`src/rtl/srio_tx_scheduler_if.sv`:
```
// rtl/srio_tx_scheduler_if.sv - source bank and master stream bundle for srio_tx_scheduler
interface srio_tx_scheduler_if #(
   parameter int NUM_SRC    = 4,
   parameter int DATA_WIDTH = 64
) ();
   logic [NUM_SRC-1:0]              src_ready_in;
   logic [NUM_SRC-1:0]              src_fetch_out;
   logic [NUM_SRC*DATA_WIDTH-1:0]   src_tdata_in;
   logic [NUM_SRC*DATA_WIDTH/8-1:0] src_tkeep_in;
   logic [NUM_SRC-1:0]              src_tvalid_in;
   logic [NUM_SRC-1:0]              src_tlast_in;
   logic [NUM_SRC-1:0]              src_tready_out;
   logic [DATA_WIDTH-1:0]           m_tdata;
   logic [DATA_WIDTH/8-1:0]         m_tkeep;
   logic                            m_tvalid;
   logic                            m_tlast;
   logic                            m_tready;

   modport master (
      input  src_ready_in, src_tdata_in, src_tkeep_in, src_tvalid_in, src_tlast_in, m_tready,
      output src_fetch_out, src_tready_out, m_tdata, m_tkeep, m_tvalid, m_tlast
   );

   modport slave (
      output src_ready_in, src_tdata_in, src_tkeep_in, src_tvalid_in, src_tlast_in, m_tready,
      input  src_fetch_out, src_tready_out, m_tdata, m_tkeep, m_tvalid, m_tlast
   );
endinterface

```
`src/rtl/srio_tx_scheduler.sv`:
```
// rtl/srio_tx_scheduler.sv - round-robin scheduler muxing buffered packet sources onto one SRIO TX stream
// Optional stall timeout with ABORT state and timeout_o: define SRIO_TX_SCHED_TIMEOUT_EN
module srio_tx_scheduler #(
   parameter int NUM_SRC        = 4,
   parameter int DATA_WIDTH     = 64,
   parameter int GRANT_WIDTH    = 2,
   parameter int BEAT_CNT_WIDTH = 16
) (
   input  logic                      clk,
   input  logic                      reset,
   srio_tx_scheduler_if.master       bus,
   output logic [GRANT_WIDTH-1:0]    grant_o,
   output logic                      busy_o,
   output logic [BEAT_CNT_WIDTH-1:0] beat_cnt_o,
   output logic                      pkt_done_o
`ifdef SRIO_TX_SCHED_TIMEOUT_EN
   ,
   output logic                      timeout_o
`endif
);
   localparam int KEEP_WIDTH = DATA_WIDTH / 8;

`ifdef SRIO_TX_SCHED_TIMEOUT_EN
   typedef enum logic [2:0] {S_IDLE, S_FETCH, S_STREAM, S_DONE, S_ABORT} state_t;
`else
   typedef enum logic [1:0] {S_IDLE, S_FETCH, S_STREAM, S_DONE} state_t;
`endif

   state_t                    r_state;
   state_t                    w_next;
   logic [GRANT_WIDTH-1:0]    r_grant;
   logic [GRANT_WIDTH-1:0]    r_last_grant;
   logic [BEAT_CNT_WIDTH-1:0] r_beat_cnt;
   logic [2*NUM_SRC-1:0]      w_ready_dbl;
   logic [NUM_SRC-1:0]        w_ready_rot;
   logic [GRANT_WIDTH-1:0]    w_sel;
   logic                      w_sel_vld;
   logic                      w_hs;
`ifdef SRIO_TX_SCHED_TIMEOUT_EN
   logic [15:0]               r_stall_cnt;
`endif

   // Rotating a doubled copy puts last_grant+1 at bit 0, so the first set bit wins.
   assign w_ready_dbl = {bus.src_ready_in, bus.src_ready_in};
   assign w_ready_rot = w_ready_dbl[int'(r_last_grant) + 1 +: NUM_SRC];

   always_comb begin
      w_sel     = '0;
      w_sel_vld = 1'b0;
      for (int k = 0; k < NUM_SRC; k++) begin
         if (!w_sel_vld && w_ready_rot[k]) begin
            w_sel     = GRANT_WIDTH'((int'(r_last_grant) + 1 + k) % NUM_SRC);
            w_sel_vld = 1'b1;
         end
      end
   end

   always_comb begin
      bus.m_tdata        = '0;
      bus.m_tkeep        = '0;
      bus.m_tvalid       = 1'b0;
      bus.m_tlast        = 1'b0;
      bus.src_tready_out = '0;
      bus.src_fetch_out  = '0;
      if (r_state == S_STREAM) begin
         bus.m_tdata                 = bus.src_tdata_in[int'(r_grant)*DATA_WIDTH +: DATA_WIDTH];
         bus.m_tkeep                 = bus.src_tkeep_in[int'(r_grant)*KEEP_WIDTH +: KEEP_WIDTH];
         bus.m_tvalid                = bus.src_tvalid_in[r_grant];
         bus.m_tlast                 = bus.src_tlast_in[r_grant];
         bus.src_tready_out[r_grant] = bus.m_tready;
      end
      if (r_state == S_FETCH) begin
         bus.src_fetch_out[r_grant] = 1'b1;
      end
   end

   assign w_hs = bus.m_tvalid & bus.m_tready;

   always_comb begin
      w_next = r_state;
      case (r_state)
         S_IDLE:   if (w_sel_vld) w_next = S_FETCH;
         S_FETCH:  w_next = S_STREAM;
         S_STREAM: begin
            if (w_hs && bus.m_tlast) begin
               w_next = S_DONE;
            end
`ifdef SRIO_TX_SCHED_TIMEOUT_EN
            // The cycle that takes the stall count to all-ones is the one that aborts.
            else if (!w_hs && r_stall_cnt == 16'hFFFE) begin
               w_next = S_ABORT;
            end
`endif
         end
         S_DONE:   w_next = S_IDLE;
`ifdef SRIO_TX_SCHED_TIMEOUT_EN
         S_ABORT:  w_next = S_IDLE;
`endif
         default:  w_next = S_IDLE;
      endcase
   end

   always_ff @(posedge clk) begin
      if (reset) begin
         r_state      <= S_IDLE;
         r_grant      <= '0;
         r_last_grant <= GRANT_WIDTH'(NUM_SRC - 1);
         r_beat_cnt   <= '0;
`ifdef SRIO_TX_SCHED_TIMEOUT_EN
         r_stall_cnt  <= '0;
`endif
      end else begin
         r_state <= w_next;
         case (r_state)
            S_IDLE: begin
               if (w_sel_vld) r_grant <= w_sel;
            end
            S_FETCH: begin
               r_beat_cnt  <= '0;
`ifdef SRIO_TX_SCHED_TIMEOUT_EN
               r_stall_cnt <= '0;
`endif
            end
            S_STREAM: begin
               if (w_hs && r_beat_cnt != {BEAT_CNT_WIDTH{1'b1}}) begin
                  r_beat_cnt <= r_beat_cnt + BEAT_CNT_WIDTH'(1);
               end
`ifdef SRIO_TX_SCHED_TIMEOUT_EN
               r_stall_cnt <= w_hs ? 16'h0000 : r_stall_cnt + 16'h0001;
`endif
            end
            S_DONE: begin
               r_last_grant <= r_grant;
            end
`ifdef SRIO_TX_SCHED_TIMEOUT_EN
            S_ABORT: begin
               r_last_grant <= r_grant;
            end
`endif
            default: ;
         endcase
      end
   end

   assign grant_o    = r_grant;
   assign busy_o     = (r_state != S_IDLE);
   assign beat_cnt_o = r_beat_cnt;
   assign pkt_done_o = (r_state == S_DONE);
`ifdef SRIO_TX_SCHED_TIMEOUT_EN
   assign timeout_o  = (r_state == S_ABORT);
`endif
endmodule
```
`src/flat_wrapper.sv`:
```
// flat-port wrapper written by rule: the top's interface ports become plain ports
module srio_tx_scheduler_flat 
#(
   parameter int NUM_SRC        = 4,
   parameter int DATA_WIDTH     = 64,
   parameter int GRANT_WIDTH    = 2,
   parameter int BEAT_CNT_WIDTH = 16
)
  (clk, reset, grant_o, busy_o, beat_cnt_o, pkt_done_o, bus_src_ready_in, bus_src_tdata_in, bus_src_tkeep_in, bus_src_tvalid_in, bus_src_tlast_in, bus_m_tready, bus_src_fetch_out, bus_src_tready_out, bus_m_tdata, bus_m_tkeep, bus_m_tvalid, bus_m_tlast);
  srio_tx_scheduler_if #(.NUM_SRC(NUM_SRC), .DATA_WIDTH(DATA_WIDTH)) bus_i ();
  input  logic clk;
  input  logic reset;
  output logic [GRANT_WIDTH-1:0] grant_o;
  output logic busy_o;
  output logic [BEAT_CNT_WIDTH-1:0] beat_cnt_o;
  output logic pkt_done_o;
  input wire logic [$bits(bus_i.src_ready_in)-1:0] bus_src_ready_in;
  input wire logic [$bits(bus_i.src_tdata_in)-1:0] bus_src_tdata_in;
  input wire logic [$bits(bus_i.src_tkeep_in)-1:0] bus_src_tkeep_in;
  input wire logic [$bits(bus_i.src_tvalid_in)-1:0] bus_src_tvalid_in;
  input wire logic [$bits(bus_i.src_tlast_in)-1:0] bus_src_tlast_in;
  input wire logic [$bits(bus_i.m_tready)-1:0] bus_m_tready;
  output wire logic [$bits(bus_i.src_fetch_out)-1:0] bus_src_fetch_out;
  output wire logic [$bits(bus_i.src_tready_out)-1:0] bus_src_tready_out;
  output wire logic [$bits(bus_i.m_tdata)-1:0] bus_m_tdata;
  output wire logic [$bits(bus_i.m_tkeep)-1:0] bus_m_tkeep;
  output wire logic [$bits(bus_i.m_tvalid)-1:0] bus_m_tvalid;
  output wire logic [$bits(bus_i.m_tlast)-1:0] bus_m_tlast;
  assign bus_i.src_ready_in = bus_src_ready_in;
  assign bus_i.src_tdata_in = bus_src_tdata_in;
  assign bus_i.src_tkeep_in = bus_src_tkeep_in;
  assign bus_i.src_tvalid_in = bus_src_tvalid_in;
  assign bus_i.src_tlast_in = bus_src_tlast_in;
  assign bus_i.m_tready = bus_m_tready;
  assign bus_src_fetch_out = bus_i.src_fetch_out;
  assign bus_src_tready_out = bus_i.src_tready_out;
  assign bus_m_tdata = bus_i.m_tdata;
  assign bus_m_tkeep = bus_i.m_tkeep;
  assign bus_m_tvalid = bus_i.m_tvalid;
  assign bus_m_tlast = bus_i.m_tlast;
  srio_tx_scheduler #(.NUM_SRC(NUM_SRC), .DATA_WIDTH(DATA_WIDTH), .GRANT_WIDTH(GRANT_WIDTH), .BEAT_CNT_WIDTH(BEAT_CNT_WIDTH)) u_core (.clk(clk), .reset(reset), .bus(bus_i), .grant_o(grant_o), .busy_o(busy_o), .beat_cnt_o(beat_cnt_o), .pkt_done_o(pkt_done_o));
endmodule
```
`config.mk`:
```
export PLATFORM = sky130hd
export DESIGN_NAME = srio_tx_scheduler_flat
export DESIGN_NICKNAME = d
export VERILOG_FILES = /design/src/rtl/srio_tx_scheduler_if.sv /design/src/rtl/srio_tx_scheduler.sv /design/src/flat_wrapper.sv
export SDC_FILE = /design/constraint.sdc
export NUM_CORES = 1
export LEC_CHECK = 0
export ABC_CLOCK_PERIOD_IN_PS = 4850
export BUFFER_PORTS_ARGS = -buffer_cell sky130_fd_sc_hd__buf_2
export CAP_MARGIN = 10
export CORE_AREA = 2 2 159 161
export DETAILED_ROUTE_END_ITERATION = 8
export DIE_AREA = 0 0 161 163
export GPL_TIMING_DRIVEN = 0
export SETUP_SLACK_MARGIN = 0.05
export SKIP_CTS_REPAIR_TIMING = 1
export SYNTH_ARGS = -nofsm -noshare
export SYNTH_HDL_FRONTEND = slang
export SYNTH_SLANG_ARGS = --single-unit
```
`constraint.sdc`:
```
create_clock -name clk -period 4.85 [get_ports clk]
set_input_delay 0 -clock clk [delete_from_list [all_inputs] [get_ports clk]]
set_output_delay 0 -clock clk [all_outputs]
set_load 0.02 [all_outputs]
```
---- After elaboration in Yosys (flattened, before gate mapping) ----
Cells that the tools add are included.
W data, S select, Z words.
storage, ports and cells
  input bits .............................. 303
  output and inout bits ................... 102
  logic and storage cells ................. 63
  register bits ........................... 22
cells by class
  order comparisons ....................... 2
  shift-type cells ........................ 3
  mux-type cells .......................... 25
  $add $sub $neg .......................... 5
  eq/ne operators ......................... 7
  bitwise operators ....................... 2
  reduce and logical (&&, ||, !) cells .... 15
operators with widths
  cell                     number
  $shiftx A256 B9 Y64      1
  $mux W64                 1
  $pmux W16 S2             1
  $shiftx A32 B6 Y8        1
  $add A16 B1 Y16 const B  1
  $mux W16                 1
  $ne A16 B16 Y1 const B   1
  $mux W2                  6
  $mux W1                  9
  $mux W4                  2
  $mux W8                  1
  $pmux W2 S4              1
  $shiftx A8 B4 Y4         1
  $logic_and A1 B1 Y1      6
  $reduce_and A2 Y1        3
  $add A2 B2 Y2 const B    2
  $and A4 B4 Y4            1
  $bmux W1 S2              2
  $eq A2 B2 Y1 const B     2
  $ne A2 B2 Y1 const B     2
  $reduce_bool A2 Y1       2
  $add A2 B1 Y3 const B    1
  $logic_not A1 Y1         3
  $lt A2 B3 Y1 const B     1
  7 further kinds          7

---- Longest topological paths before layout ----
Gate-level depths: netlist (run 1).
  depth after elaboration ................. 14
  gate-level depth with buffers ........... 8

---- Least setup slack after synthesis (run 1) ----
Ideal clock, no wire load.
  path type ............................... flip-flop to flip-flop
  start ................................... reg u_core.r_grant[0], in the netlist u_core.grant_o[0]
  end ..................................... reg u_core.r_beat_cnt[15], in the netlist u_core.beat_cnt_o[15]
  arrival time ............................ 1.755 ns
  stages on the path, launching flop included .. 7
  period minus slack after synthesis ...... 1.876 ns
  slack ................................... 2.974 ns
  path through ............................ dfxtp_1 > buf_4 > mux4_2 > nand3_1 > nor2_1 > nand3_1 > mux2_2
on the way
  longest elaborated chain between the ends .. 7
ends and longest elaborated chain
  what                           RTL line                  source
  start: declaration             srio_tx_scheduler.sv:31   logic [GRANT_WIDTH-1:0] r_grant;
  start signal: assignment       srio_tx_scheduler.sv:116  if (w_sel_vld) r_grant <= w_sel;
  $bmux W1 S2                    srio_tx_scheduler.sv:68   bus.m_tvalid = bus.src_tvalid_in[r_grant];
  $mux W1 (not written as such)  srio_tx_scheduler.sv:68
  $mux W1                        srio_tx_scheduler.sv:65   if (r_state == S_STREAM) begin
  $and A1 B1 Y1                  srio_tx_scheduler.sv:77   assign w_hs = bus.m_tvalid & bus.m_tready;
  $logic_and A1 B1 Y1            srio_tx_scheduler.sv:125  if (w_hs && r_beat_cnt != {BEAT_CNT_WIDTH{1'b1}}) begin
  $ne A2 B2 Y1 (no line)         --
  $reduce_and A2 Y1 (no line)    --
  end signal: assignment         srio_tx_scheduler.sv:126  r_beat_cnt <= r_beat_cnt + BEAT_CNT_WIDTH'(1);
  end: declaration               srio_tx_scheduler.sv:33   logic [BEAT_CNT_WIDTH-1:0] r_beat_cnt;
No other way between the ends. The select of a mux whose other input is x is not followed.
A chain may end at the register's enable or synchronous reset.

---- Worst setup path in the final report (run 1) ----
  start ................................... reg u_core.r_grant[1], in the netlist u_core.grant_o[1]
  end ..................................... out bus_m_tdata[5]
on the way
  longest elaborated chain between the ends .. 2
ends and longest elaborated chain
  what                 RTL line                 source
  $shiftx A256 B9 Y64  srio_tx_scheduler.sv:66  bus.m_tdata = bus.src_tdata_in[int'(r_grant)*DATA_WIDTH +: DATA_WIDTH];
  $mux W64             srio_tx_scheduler.sv:65
  end: declaration     flat_wrapper.sv:25       output wire logic [$bits(bus_i.m_tdata)-1:0] bus_m_tdata;
No other way between the ends.

==> reports/qor.csv, run 1 <==
stage,metric,value,unit
synth,top cell type's share of synthesized area,47.6,%
synth,most common flop cell mapped by yosys,dfxtp_1,
cts,total CTS buffers,3,
route,DRC Markers,0,
cts,Worst-Skew Late Latency,0.26,ns
pwr,Net Sw Power,0.915,mW
synth,synth top area cells,"mux4_2 48%, and2_1 13%, dfxtp_1 13%",
layout,fin area,6040,sq um
route,Pre-antenna DRT Iters,4,
placed_design,Final Wtd Congestion,0.802,
pwr,Total Power,1.99,mW
grt,vias in the first global route,4572,
route,overall routed net length,21.2,mm
floorplan,Rows,58,
placed_design,placed cells,1062,
route,Vias/cell,4.28,
pwr,power per cell area,330,nW/um^2
worst_setup_path,Reg2Reg Launch Point,u_core.r_state[0]$_SDFFE_PP0P_,
timing,"Setup violations, final",0,
synth,Synth warnings,0,
cts,# H-tree levels,1,
synth,most frequent cells after synthesis,"75 x and2_1, 74 x mux4_2, 26 x nor2_1",
floorplan,I/O Pins,405,
cts,CTS tree,yes,
floorplan,total core area,24700,sq um
run_status,outcome,"finished, final reports clean",
layout,Final Non-Filler Cells,1068,
floorplan,Initial Util,14.2,%
placed_design,HPWL Detailed,18.7,mm
timing,clk_skew,0.00280,ns
timing,setup TNS,0,ns
layout,Nets,1045,
synth,cell count after synthesis,329,
route,DRT iter0 DRCs,208,
timing,crit share post-route,50.5,%
placed_design,dpl cell area,5930,sq um
worst_setup_path,flop-to-flop setup slack,2.77,ns
synth,"area leader, netlist",mux4_2,
placed_design,number of port buffers,403,
pwr,internal power,1.08,mW
grt,initial antenna violation count,5,
worst_setup_path,CP Max Fanout,10,
grt,total congestion overflow,0,
timing,worst-margin pin slew,0.870,ns
cts,"Reg clk slew, reported paths",0.06,ns
timing,fmax,0.409,GHz
layout,FILL cells,2741,
synth,post-synthesis sequential area ratio,12.6,%
route,post-route ant nets,0,
layout,layout cells sized above 1,67.9,%
worst_setup_path,critical path required time,4.85,ns
synth,Mapped Area,3500,sq um
floorplan,Die ar.,26200,sq um
timing,"Hold Vio Cnt, Final",0,
grt,Tot GR Track Use,14.8,%
pwr,sw frac,46.0,%
route,vias,4574,
worst_setup_path,Critical Path End,bus_m_tdata[5],
worst_setup_path,Worst EP arrival,2.45,ns
synth,leading cell type by number of instances after synthesis,and2_1,
pwr,Worst VDD drop,0.156,mV
timing,Slew HR,42.0,%
layout,Layout area overhead,72.5,%
worst_setup_path,cells on worst reg2reg path,8,
route,post-DR wirelength/cell,19.8,um
grt,largest net degree at the start of global routing,14,
grt,first-pass GRT wire length,29.0,mm
pwr,Clock Power Share,11.8,%
timing,Max Slew Vio Count,0,
timing,fin crit period,2.45,ns
floorplan,Die H,163,um
run,max_cap viols,0,
worst_setup_path,worst reg2reg endpoint,u_core.beat_cnt_o[7]$_SDFFE_PP0P_,
cts,CTS Buffer Depth,2,
worst_setup_path,Worst Setup SP,u_core.grant_o[1]$_SDFFE_PP0P_,
timing,unrepaired setup endpoints after global routing,false,
cts,clock tree root driver cell,clkbuf_16,
worst_setup_path,critical path class,register to primary output,
synth,Syn Nets,637,
pwr,combinational share of power,77.5,%
hold_path,Hold Crit Class,input pin to register,
pwr,Reg power frac,10.7,%
floorplan,Die X-Extent,161,um
cts,CTS Sinks,22,
worst_setup_path,CP endpoint kind,primary output,
synth,Synth async-reset ratio,0,%
synth,Post-synth EDFFs,0,
pwr,leakage dissipation,2.87,nW
synth,Syn Area/Cell,10.6,sq um
synth,Seq cells post-synth,22,
synth,post-synth cell types,36,
worst_setup_path,Worst setup SP type,register,
==> placed cells by master (no fill, tap or decap), types with 2 or more instances in the layout <==
| cell | Yosys | routed |
|---|---|---|
| buf_1 | 2 | 2 |
| nor4_2 | 6 | 6 |
| buf_2 | 9 | 412 |
| xnor2_1 | 12 | 12 |
| a21oi_1 | 4 | 4 |
| mux4_2 | 74 | 74 |
| and2_1 | 75 | 75 |
| a211oi_1 | 2 | 2 |
| nor3b_1 | 3 | 3 |
| inv_1 | 8 | 8 |
| diode_2 | 0 | 2 |
| dfxtp_1 | 22 | 22 |
| o21ai_0 | 5 | 5 |
| nor3_1 | 10 | 10 |
| nand2_1 | 8 | 8 |
| a211o_1 | 2 | 2 |
| clkbuf_16 | 0 | 3 |
| buf_4 | 2 | 2 |
| clkbuf_1 | 18 | 18 |
| nand3_1 | 10 | 10 |
| ha_1 | 5 | 5 |
| nor2_1 | 26 | 26 |
| nand2b_1 | 2 | 2 |
| nand4_1 | 6 | 6 |
| nor2b_1 | 5 | 5 |
==> worst min path at each step <==
stage                       from                        endpoint  slack (ns)  depth (start not counted)
floorplan           bus_m_tready           bus_src_tready_out[0]        0.17                          2
global placement           reset  u_core.r_state[1]$_SDFFE_PP0P_        0.41                          2
detailed placement         reset  u_core.r_state[1]$_SDFFE_PP0P_        0.42                          2
CTS                        reset  u_core.r_state[1]$_SDFFE_PP0P_        0.15                          2
global route               reset  u_core.r_state[1]$_SDFFE_PP0P_        0.19                          2
finish                     reset  u_core.r_state[1]$_SDFFE_PP0P_        0.13                          2
==> metal layers <==
| metal | GRT usage, % | vias to the layer above | share of wire (%) |
|---|---|---|---|
| li1 | - | 2084 | - |
| met1 | 21.0 | 2216 | 44 |
| met2 | 25.0 | 256 | 49 |
| met3 | 2.01 | 12 | 6.7 |
| met4 | 1.38 | 6 | 0.33 |
| met5 | 0 | - | 0.16 |
==> flip-flops by register name, indices dropped and copies added (netlist names) <==
name                 count
u_core.beat_cnt_o       16
u_core.grant_o           2
u_core.r_last_grant      2
u_core.r_state           2
==> stage by stage <==
stage,hold slack [ns],setup WS (ns),utilization (%)
4_1_cts,0.152,2.32,24.5
3_5_place_dp,0.419,2.61,24.0
2_1_floorplan,0.171,2.97,-
3_3_place_gp,0.405,2.58,24.0
5_1_grt,0.185,2.20,24.5
6_report,0.133,2.40,24.5
==> worst max-delay path, stage by stage, from the launching register on <==
cell and delay [ns]:
dfxtp_1 0.34, buf_2 0.36, clkbuf_1 0.70, mux4_2 0.42, and2_1 0.20, buf_2 0.16
==> kinds of logic (layout without fill, tap and decap cells) <==
family / Yosys count / in the layout / share of synthesized area, %
AO/OA/AOI/OAI: 17 / 17 / 3.14
XOR/XNOR: 12 / 12 / 3.00
adder cells (fa/ha/maj): 5 / 5 / 1.79
buffers and inverters: 40 / 447 / 5.04
flip-flops: 22 / 22 / 12.6
multiplexers: 76 / 76 / 48.2
other: 0 / 2 / 0
AND/OR/NAND/NOR: 157 / 157 / 26.3
==> power by group through the flow <==
stage	Clock (mW)	Combinational (mW)	Sequential [mW]
after floorplan	0	1.03	0.220
after global placement	0	1.55	0.215
after detailed placement	0	1.57	0.216
after CTS	0.243	1.57	0.212
after global routing	0.245	1.68	0.215
final	0.236	1.54	0.212
==> layout make-up <==
class / instances / area [sq um] / share of cell area, %
Antenna cell: 2 / 5.00 / 0.0828
Buffer: 32 / 146 / 2.42
Clock buffer: 3 / 75.1 / 1.24
Clock inverter: 1 / 30.0 / 0.497
Inverter: 8 / 30.0 / 0.497
Multi-Input combinational cell: 267 / 2890 / 47.8
Sequential cell: 22 / 440 / 7.29
Tap cell: 330 / 413 / 6.83
Timing Repair Buffer: 403 / 2020 / 33.4
No activity file was read; power rests on OpenSTA's default activity.
==> run 2: changes to the inputs <==
ABC_CLOCK_PERIOD_IN_PS = 2300   (was 4850)
clock period = 2.3 ns   (was 4.85 ns; I/O delays follow)
==> reports/qor.csv, run 2 (synthesized netlist as in run 1, its figures left out) <==
stage,metric,value,unit,change
timing,fmax,0.469,GHz,
grt,largest net degree at the start of global routing,14,,unchanged
cts,total CTS buffers,3,,unchanged
cts,Worst-Skew Late Latency,0.26,ns,about the same
timing,Fin Hold WS,0.144,ns,+0.0118 ns
cts,clock tree root driver cell,clkbuf_16,,
layout,layout cells sized above 1,70.0,%,+2.0 points
pwr,power per cell area,700,nW/um^2,+110%
placed_design,HPWL Detailed,18.7,mm,unchanged
timing,clk_skew,0.00258,ns,-0.000222 ns
floorplan,Initial Util,14.2,%,unchanged
floorplan,Rows,58,,unchanged
floorplan,I/O Pins,405,,unchanged
timing,crit share post-route,92.7,%,
cts,CTS tree,yes,,
timing,"Hold Vio Cnt, Final",0,,unchanged
route,vias,4564,,-0.22%
worst_setup_path,Reg2Reg Launch Point,u_core.grant_o[1]$_SDFFE_PP0P_,,
floorplan,Die ar.,26200,sq um,unchanged
hold_path,Hold Crit Class,input pin to register,,
floorplan,Die X-Extent,161,um,unchanged
route,DRC Markers,0,,unchanged
timing,worst-margin pin slew,0.449,ns,-0.421 ns
run_status,outcome,"finished, final reports clean",,
layout,Final Non-Filler Cells,1069,,+0.094%
layout,Multi-input gate area,2890,sq um,+0.17%
worst_setup_path,CP Max Fanout,10,,unchanged
floorplan,total core area,24700,sq um,unchanged
route,Vias/cell,4.27,,-0.31%
route,DRT iter0 DRCs,236,,+13%
timing,"Setup violations, final",0,,unchanged
grt,Tot GR Track Use,14.8,%,unchanged
grt,first-pass GRT wire length,29.0,mm,unchanged
layout,"commonest non-fill, non-tap cell in the layout",buf_2,,
cts,CTS Buffer Depth,2,,unchanged
worst_setup_path,Worst Setup SP,u_core.grant_o[1]$_SDFFE_PP0P_,,
route,overall routed net length,21.2,mm,+0.31%
floorplan,Die H,163,um,unchanged
run,max_cap viols,0,,unchanged
grt,total congestion overflow,0,,unchanged
placed_design,number of port buffers,403,,unchanged
layout,Finished Core Util,24.7,%,+0.21 points
pwr,Total Power,4.26,mW,+110%
cts,# H-tree levels,1,,unchanged
layout,Layout area overhead,74.0,%,
placed_design,DP Worst Slack,0.0596,ns,-2.55 ns
layout,FILL cells,2744,,+0.11%
worst_setup_path,Worst EP arrival,2.13,ns,-0.32 ns
cts,"Reg clk slew, reported paths",0.06,ns,about the same
timing,Max Slew Vio Count,0,,unchanged
layout,Nets,1045,,unchanged
layout,Sequential Area,440,sq um,unchanged
timing,unrepaired setup endpoints after global routing,false,,
route,post-DR wirelength/cell,19.9,um,+0.22%
cts,CTS Sinks,22,,unchanged
worst_setup_path,critical path required time,2.30,ns,-2.55 ns
worst_setup_path,CP endpoint kind,primary output,,
pwr,Worst VDD drop,0.339,mV,+120%
grt,vias in the first global route,4572,,unchanged
placed_design,placed cells,1062,,unchanged
hold_path,HP Start,reset,,
timing,PnR worst setup slack,0.168,ns,-2.23 ns
route,Pre-antenna DRT Iters,4,,unchanged
timing,fin crit period,2.13,ns,
worst_setup_path,Worst setup SP type,register,,
layout,most frequent cells in the layout,"409 x buf_2, 75 x and2_1, 74 x mux4_2, 26 x nor2_1, 22 x dfxtp_1",,
worst_setup_path,critical path class,register to primary output,,
route,post-route ant nets,0,,unchanged
grt,initial antenna violation count,5,,unchanged
placed_design,Final Wtd Congestion,0.802,,unchanged
timing,Slew HR,70.1,%,+28 points
layout,max FFs per register,16,,unchanged
pwr,leakage dissipation,2.92,nW,+1.8%
==> run 2: metrics by stage <==
stage	setup TNS [ns]	area, sq um
floorplan	0	3500
global route	0	6090
global placement	0	5930
finish	0	6090
CTS	-6.75	6040
detailed placement	0	5930
==> run 2: metal layers <==
layer / track usage [%] / part of all wire [%] / vias up
met5: 0 / 0.16 / -
met4: 1.38 / 0.36 / 6
met3: 2.01 / 7.4 / 12
met2: 25.0 / 49 / 230
met1: 21.0 / 43 / 2234
li1: - / - / 2082
==> run 2: path summary, 6_finish.rpt <==
kind	to	slack, ns	cells after the start
max	bus_m_tdata[5]	0.17	5
max reg2reg	u_core.beat_cnt_o[11]$_SDFFE_PP0P_	0.33	7
min reg2reg	u_core.r_state[0]$_SDFFE_PP0P_	0.55	2
min	u_core.r_state[1]$_SDFFE_PP0P_	0.14	2
==> run 2: critical path, stage by stage (launching register included) <==
cell and delay, ns:
dfxtp_1 0.34, buf_2 0.36, clkbuf_2 0.43, mux4_2 0.38, and2_1 0.19, buf_2 0.16
==> run 2: report_power, final <==
part | total [mW] | leakage (nW) | internal, mW | switching, mW
Sequential | 0.448 | 0.178 | 0.416 | 0.0319
Combinational | 3.32 | 2.69 | 1.56 | 1.76
Clock | 0.498 | 0.0511 | 0.346 | 0.152
==> run 2: layout make-up <==
type | instances | area share [%]
clock inverter | 1 | 0.493
clock buffer | 3 | 1.23
timing repair buffer | 403 | 33.1
antenna | 3 | 0.123
tap | 330 | 6.78
inverter | 8 | 0.493
buffer | 32 | 3.12
sequential | 22 | 7.23
multi-input combinational | 267 | 47.4
